## config.mk

```make
export PLATFORM = sky130hd
export DESIGN_NAME = fir_ctrl
export DESIGN_NICKNAME = d
export VERILOG_FILES = /design/src/rtl/fir_ctrl.sv
export SDC_FILE = /design/constraint.sdc
export NUM_CORES = 1
export LEC_CHECK = 0
export ABC_AREA = 1
export BUFFER_PORTS_ARGS = -buffer_cell sky130_fd_sc_hd__buf_2
export CAP_MARGIN = 20
export CORE_AREA = 2 2 52 54
export DETAILED_ROUTE_END_ITERATION = 10
export DIE_AREA = 0 0 54 56
export GPL_TIMING_DRIVEN = 0
export PLACE_DENSITY = 0.58
export SYNTH_ARGS = -nofsm -noshare
export SYNTH_HDL_FRONTEND = slang
export SYNTH_SLANG_ARGS = --single-unit
```

## constraint.sdc

```tcl
create_clock -name iClk12M -period 4.3 [get_ports iClk12M]
set_clock_uncertainty 0.15 [all_clocks]
set_input_delay 1.075 -clock iClk12M [delete_from_list [all_inputs] [get_ports iClk12M]]
set_output_delay 1.075 -clock iClk12M [all_outputs]
set_load 0.01 [all_outputs]
```

## src/rtl/fir_ctrl.sv

```systemverilog
`default_nettype none
// ============================================================================
// Module      : fir_ctrl
// Description : Sample-rate divider and MAC sequencer for a polyphase FIR.
//               Each sample strobe launches one clear/MAC/output pass.
//               Coefficient updates are arbitrated so they never overlap
//               a MAC pass.
//               Optional macro FIR_CTRL_DROP_CNT_EN builds a saturating
//               counter of samples skipped while the coefficient bus is
//               granted. Without the macro, oDropCnt is tied to zero.
// Revision    : 1.0 - initial release
// ============================================================================
module fir_ctrl #(
   parameter int DIV  = 20,  // clock cycles per sample period, 14..255
   parameter int TAPS = 10   // taps per MAC pass, 1..15, DIV >= TAPS+4
) (
   input  logic       iClk12M,
   input  logic       iRst,
   input  logic       iEnable,
   input  logic       iCoeffReq,
   input  logic       iCoeffDone,
   output logic       oCoeffGnt,
   output logic       oEnSample600k,
   output logic       oEnDelay,
   output logic       oMacClr,
   output logic       oEnMac,
   output logic [3:0] oTapAddr,
   output logic       oOutValid,
   output logic       oBusy,
   output logic [7:0] oDropCnt
);

   localparam logic [7:0] c_CNT_LAST = 8'(DIV - 1);
   localparam logic [3:0] c_TAP_LAST = 4'(TAPS - 1);

   typedef enum logic [2:0] {
      S_IDLE   = 3'd0,
      S_CLR    = 3'd1,
      S_MAC    = 3'd2,
      S_DONE   = 3'd3,
      S_UPDATE = 3'd4
   } state_t;

   state_t     r_state;
   logic [7:0] r_cnt;
   logic       r_mac_clr;
   logic       r_en_mac;
   logic [3:0] r_tap;
   logic       r_out_valid;
   logic       r_gnt;
   logic       r_busy;
   logic       w_strobe;

   // The strobe is decoded straight from the divider, so it keeps running
   // in every FSM state, including during a coefficient update.
   assign w_strobe      = iEnable && (r_cnt == c_CNT_LAST);
   assign oEnSample600k = w_strobe;
   assign oEnDelay      = w_strobe;

   assign oMacClr   = r_mac_clr;
   assign oEnMac    = r_en_mac;
   assign oTapAddr  = r_tap;
   assign oOutValid = r_out_valid;
   assign oCoeffGnt = r_gnt;
   assign oBusy     = r_busy;

   // Sample divider: free-runs 0..DIV-1 while enabled, parked at 0 otherwise.
   always_ff @(posedge iClk12M) begin
      if (iRst) begin
         r_cnt <= 8'd0;
      end else if (!iEnable) begin
         r_cnt <= 8'd0;
      end else if (r_cnt == c_CNT_LAST) begin
         r_cnt <= 8'd0;
      end else begin
         r_cnt <= r_cnt + 8'd1;
      end
   end

   // Pass/update sequencer; every output is registered alongside its state.
   always_ff @(posedge iClk12M) begin
      if (iRst) begin
         r_state     <= S_IDLE;
         r_mac_clr   <= 1'b0;
         r_en_mac    <= 1'b0;
         r_tap       <= 4'd0;
         r_out_valid <= 1'b0;
         r_gnt       <= 1'b0;
         r_busy      <= 1'b0;
      end else begin
         r_mac_clr   <= 1'b0;
         r_en_mac    <= 1'b0;
         r_tap       <= 4'd0;
         r_out_valid <= 1'b0;
         r_gnt       <= 1'b0;
         r_busy      <= 1'b0;
         case (r_state)
            S_IDLE: begin
               // A sample outranks a pending request; the request is
               // simply seen again on the next strobe-free IDLE cycle.
               if (w_strobe) begin
                  r_state   <= S_CLR;
                  r_mac_clr <= 1'b1;
                  r_busy    <= 1'b1;
               end else if (iCoeffReq) begin
                  r_state <= S_UPDATE;
                  r_gnt   <= 1'b1;
                  r_busy  <= 1'b1;
               end
            end
            S_CLR: begin
               r_state  <= S_MAC;
               r_en_mac <= 1'b1;
               r_busy   <= 1'b1;
            end
            S_MAC: begin
               if (r_tap == c_TAP_LAST) begin
                  r_state     <= S_DONE;
                  r_out_valid <= 1'b1;
               end else begin
                  r_en_mac <= 1'b1;
                  r_tap    <= r_tap + 4'd1;
               end
               r_busy <= 1'b1;
            end
            S_DONE: begin
               r_state <= S_IDLE;
            end
            S_UPDATE: begin
               if (iCoeffDone) begin
                  r_state <= S_IDLE;
               end else begin
                  r_gnt  <= 1'b1;
                  r_busy <= 1'b1;
               end
            end
            default: begin
               r_state <= S_IDLE;
            end
         endcase
      end
   end

`ifdef FIR_CTRL_DROP_CNT_EN
   logic [7:0] r_drop_cnt;

   // Count samples that arrive while the updater owns the coefficient bus.
   always_ff @(posedge iClk12M) begin
      if (iRst) begin
         r_drop_cnt <= 8'd0;
      end else if ((r_state == S_UPDATE) && w_strobe && (r_drop_cnt != 8'hFF)) begin
         r_drop_cnt <= r_drop_cnt + 8'd1;
      end
   end

   assign oDropCnt = r_drop_cnt;
`else
   assign oDropCnt = 8'd0;
`endif

endmodule
`default_nettype wire

```

Yosys cells after proc, flatten, opt, wreduce, memory -nomap -nowiden
Cells that the tools add are included.
Operators by class
  eq/ne operators: 8
  mux-type cells: 15
  add/subtract/negate cells: 2
  reduce and logical (&&, ||, !) cells: 8
  bitwise logic cells: 3
Operators with widths (number)
  $mux 3: 4
  $pmux 3 s4: 1
  $add 8x1->8 const B: 1
  $eq 8x5->1 const B: 1
  $mux 1: 7
  $reduce_or 2->1: 3
  $reduce_or 3->1: 2
  $add 4x1->4 const B: 1
  $eq 4x4->1 const B: 1
  $ne 2x2->1 const B: 2
  $pmux 1 s2: 2
  $eq 3x1->1 const B: 1
  $eq 3x2->1 const B: 1
  $eq 3x3->1 const B: 1
  $logic_not 3->1: 1
  $ne 3x3->1 const B: 1
  $not 1->1: 3
  $pmux 1 s3: 1
  $reduce_and 3->1: 1
  $logic_and 1x1->1: 1
Word-level totals
  bits in registers: 20
  output and inout port bits: 19

Longest topological paths before layout
  depth after elaboration: 4
  gate-level depth with buffers: 8
  mapped depth without buffers: 8

Least setup slack after synthesis
No wires, ideal clock.
  path kind: input to output
  start: input iEnable
  end: output oEnSample600k
  data arrival time: 1402 ps
  stages on the path: 3
  buffers on the path: 1
  setup slack: 1673 ps
  cell sequence: nand3_2 > inv_1 > buf_4
Between the ends
  cells in the longest elaborated chain, start to end: 1
Ends and longest elaborated chain
  start, declared: line 19  | input logic iEnable,
  $logic_and 1x1->1: line 56  | assign w_strobe = iEnable && (r_cnt == c_CNT_LAST);
  end, declared: line 23  | output logic oEnSample600k,
No other way between the ends.

Worst setup path after layout
Same ends and word-level chain as after synthesis.

==> flow_summary.toml <==
[yosys]
syn_area_um2 = 929.6
synth_cells = 115
synth-seq-area-share_pct = 43.07
synth.avg_cell_area_um2 = 8.084
ys_ff_latch = 20
synth_cell_types = 26
yosys_warnings = 0

[detailed_routing]
dr.pass1.iters = 5
wl_um = 1444
vias_per_cell = 4.341
drt_iter0_drc = 12
drc = 0
met3_length_um = 83
via_count = 738
post_drt_wl_per_cell_um = 8.494
wl_met1_um = 655
dr_wl_met2_um = 680
highest_layer = "met4"
ant_nets = 0

[clock_network]
htreeDepth = 1
cts_hold_buf = 0
cts_setup_buffers = 0
cts_root_buf = "clkbuf_4"
cts_resized = 0
cts_tree = "done"
clk_pin_slew_ns = 0.11
cts_sinks = 20
cts_max_path_buffers = 2
cts_buffers = 3
clk_latency_ns = 0.30

[pwr]
p_leak_nw = 0.5280
switching_share_pct = 19.65
power_density_nw_per_um2 = 327.4
vdd_drop_max_uv = 263.3
switching_power_w = 0.00007178
clkPwrFrac_pct = 41.3
p_int_w = 0.0002936
sequentialPowerShare_pct = 51.9
p_comb_share_pct = 6.8

[die]
core_um2 = 2432
num_rows = 18
die_y_um = 56
design.die.area_um2 = 3024
start_util_pct = 38.22
ios = 24
die_w_um = 54

[layout]
fin_area_um2 = 1116
multi_input_area_um2 = 431.7
final_layout_size_suffix_gt1_share_pct = 29.29
antenna_cells = 0
fillers = 250
area_delta_synth_final_pct = 20.05
regArea_um2 = 400.4
nNetsFinal = 149

[worst_setup_path]
cp-start-kind = "primary input"
crit_type = "primary input to primary output"
crit_fanout = 3
cp_data_required_time_ns = 3.07
end_kind = "primary output"
cp.arrival_ns = 1.59

[timing]
fin_crit_sh_pct = 65.37
finalCriticalPeriod_ns = 2.811
final.setup.tns_ns = 0
rsz0062_at_grt = "no"
finalHoldViolations = 0
fmax_mhz = 355.8
setup_violations = 0
slew_violations = 0

[flow_run]
cap_violations = 0

[global_routing]
grt-ovfl-total = 0
track_usage_pct = 11.27
antenna_found_initial = 0
grt_max_degree = 13
grt_pass1_vias = 630
grt_pass1_wl_um = 2559

[worst_hold_path]
hold_path_class = "register to register"

[placement]
port_buffers = 14
hpwl_um = 1160
place_congestion = 0.7636
place_area_um2 = 1064

[run_status]
status = "finished, final reports clean"
-- logic make-up after synthesis --
group           share of synthesized area, %
compound gates                         7.267
xor+xnor                               3.769
fa+ha+maj                              4.038
buf+inv                                13.32
flops                                  43.07
other cells                           0.4034
simple gates                           28.13
-- cells in the mapped netlist --
library cell / instances / area (µm²)
or2_0: 1 / 6.260
nor3_1: 1 / 5.000
nor2_4: 2 / 22.52
nand2_1: 17 / 63.81
inv_2: 2 / 7.510
buf_4: 10 / 75.07
o21ai_0: 1 / 5.000
nor2_1: 16 / 60.06
a21boi_2: 1 / 11.26
ha_1: 3 / 37.54
nand3_1: 7 / 35.03
o211ai_1: 1 / 7.510
inv_1: 11 / 41.29
nand4_1: 1 / 6.260
dfxtp_1: 20 / 400.4
nand2_2: 2 / 12.51
nor2_2: 1 / 6.260
a21oi_1: 7 / 35.03
nor3_2: 2 / 20.02
xor2_1: 3 / 26.28
xnor2_1: 1 / 8.760
conb_1: 1 / 3.750
nand3_2: 1 / 10.01
or2_2: 1 / 6.260
nand3b_1: 1 / 7.510
a21oi_2: 1 / 8.760
-- path summary, 6_finish.rpt --
kind,from,end,slack (ns),cells after the start
hold reg to reg,r_cnt[0]$_SDFF_PP0_,r_cnt[0]$_SDFF_PP0_,0.30,1
setup reg to reg,r_cnt[0]$_SDFF_PP0_,r_cnt[5]$_SDFF_PP0_,2.91,6
hold / removal,r_cnt[0]$_SDFF_PP0_,r_cnt[0]$_SDFF_PP0_,0.30,1
setup / recovery,iEnable,oEnSample600k,1.49,5
-- layout by cell type (no fill, tap or decap), types with 2 or more instances in the layout --
cell type  netlist  final
a21oi_1          7      7
buf_2            0     14
buf_4           10     10
clkbuf_4         0      3
conb_1           1      8
dfxtp_1         20     20
ha_1             3      3
inv_1           11     11
inv_2            2      2
nand2_1         17     17
nand2_2          2      2
nand3_1          7      7
nor2_1          16     16
nor2_4           2      2
nor3_2           2      2
xor2_1           3      3
-- per-layer routing --
metal	up-vias	track usage, %
met5	-	0
met4	0	4.286
met3	4	4.032
met2	18	17.60
met1	321	13.84
li1	395	-
-- critical path, cell delays in order --
cell,delay [ns]
buf_2,0.12
nand3_2,0.10
inv_1,0.05
buf_4,0.12
buf_2,0.12
-- state kept, by name, summed over array words and instances, names as in the netlist --
name,cells
oBusy,1
oCoeffGnt,1
oMacClr,1
oTapAddr,4
oEnMac,1
r_state,3
oOutValid,1
r_cnt,8
-- through the flow --
stage / instances / setup slack, ns / total power [W] / utilization, % / hold slack (ns)
final: 170 / 1.489 / 0.0003654 / 45.88 / 0.3032
after global routing: 170 / 1.452 / 0.0003864 / 45.88 / 0.3312
after CTS: 170 / 1.483 / 0.0003718 / 45.88 / 0.3052
after detailed placement: 166 / 1.486 / 0.0002187 / 43.72 / 0.2886
after global placement: 166 / 1.488 / 0.0002184 / 43.72 / 0.2794
after floorplan: 122 / 1.673 / 0.0002134 / - / 0.2679
-- area by class of cell --
class,instances,share of cell area [%]
tap,30,3.363
inverter,13,4.372
timing repair buffer,14,6.278
sequential,20,35.87
clock buffer,3,2.018
clock inverter,1,2.691
multi-input combinational,79,38.68
buffer,10,6.726
-- power groups by stage --
stage          Clock [W]  Combinational [W]  Sequential [W]
6_report        0.000151          0.0000249        0.000190
5_1_grt         0.000168          0.0000288        0.000190
4_1_cts         0.000157          0.0000249        0.000190
3_5_place_dp           0          0.0000249        0.000194
3_3_place_gp           0          0.0000247        0.000194
2_1_floorplan          0          0.0000189        0.000194
(Power assumes the default switching activity.)
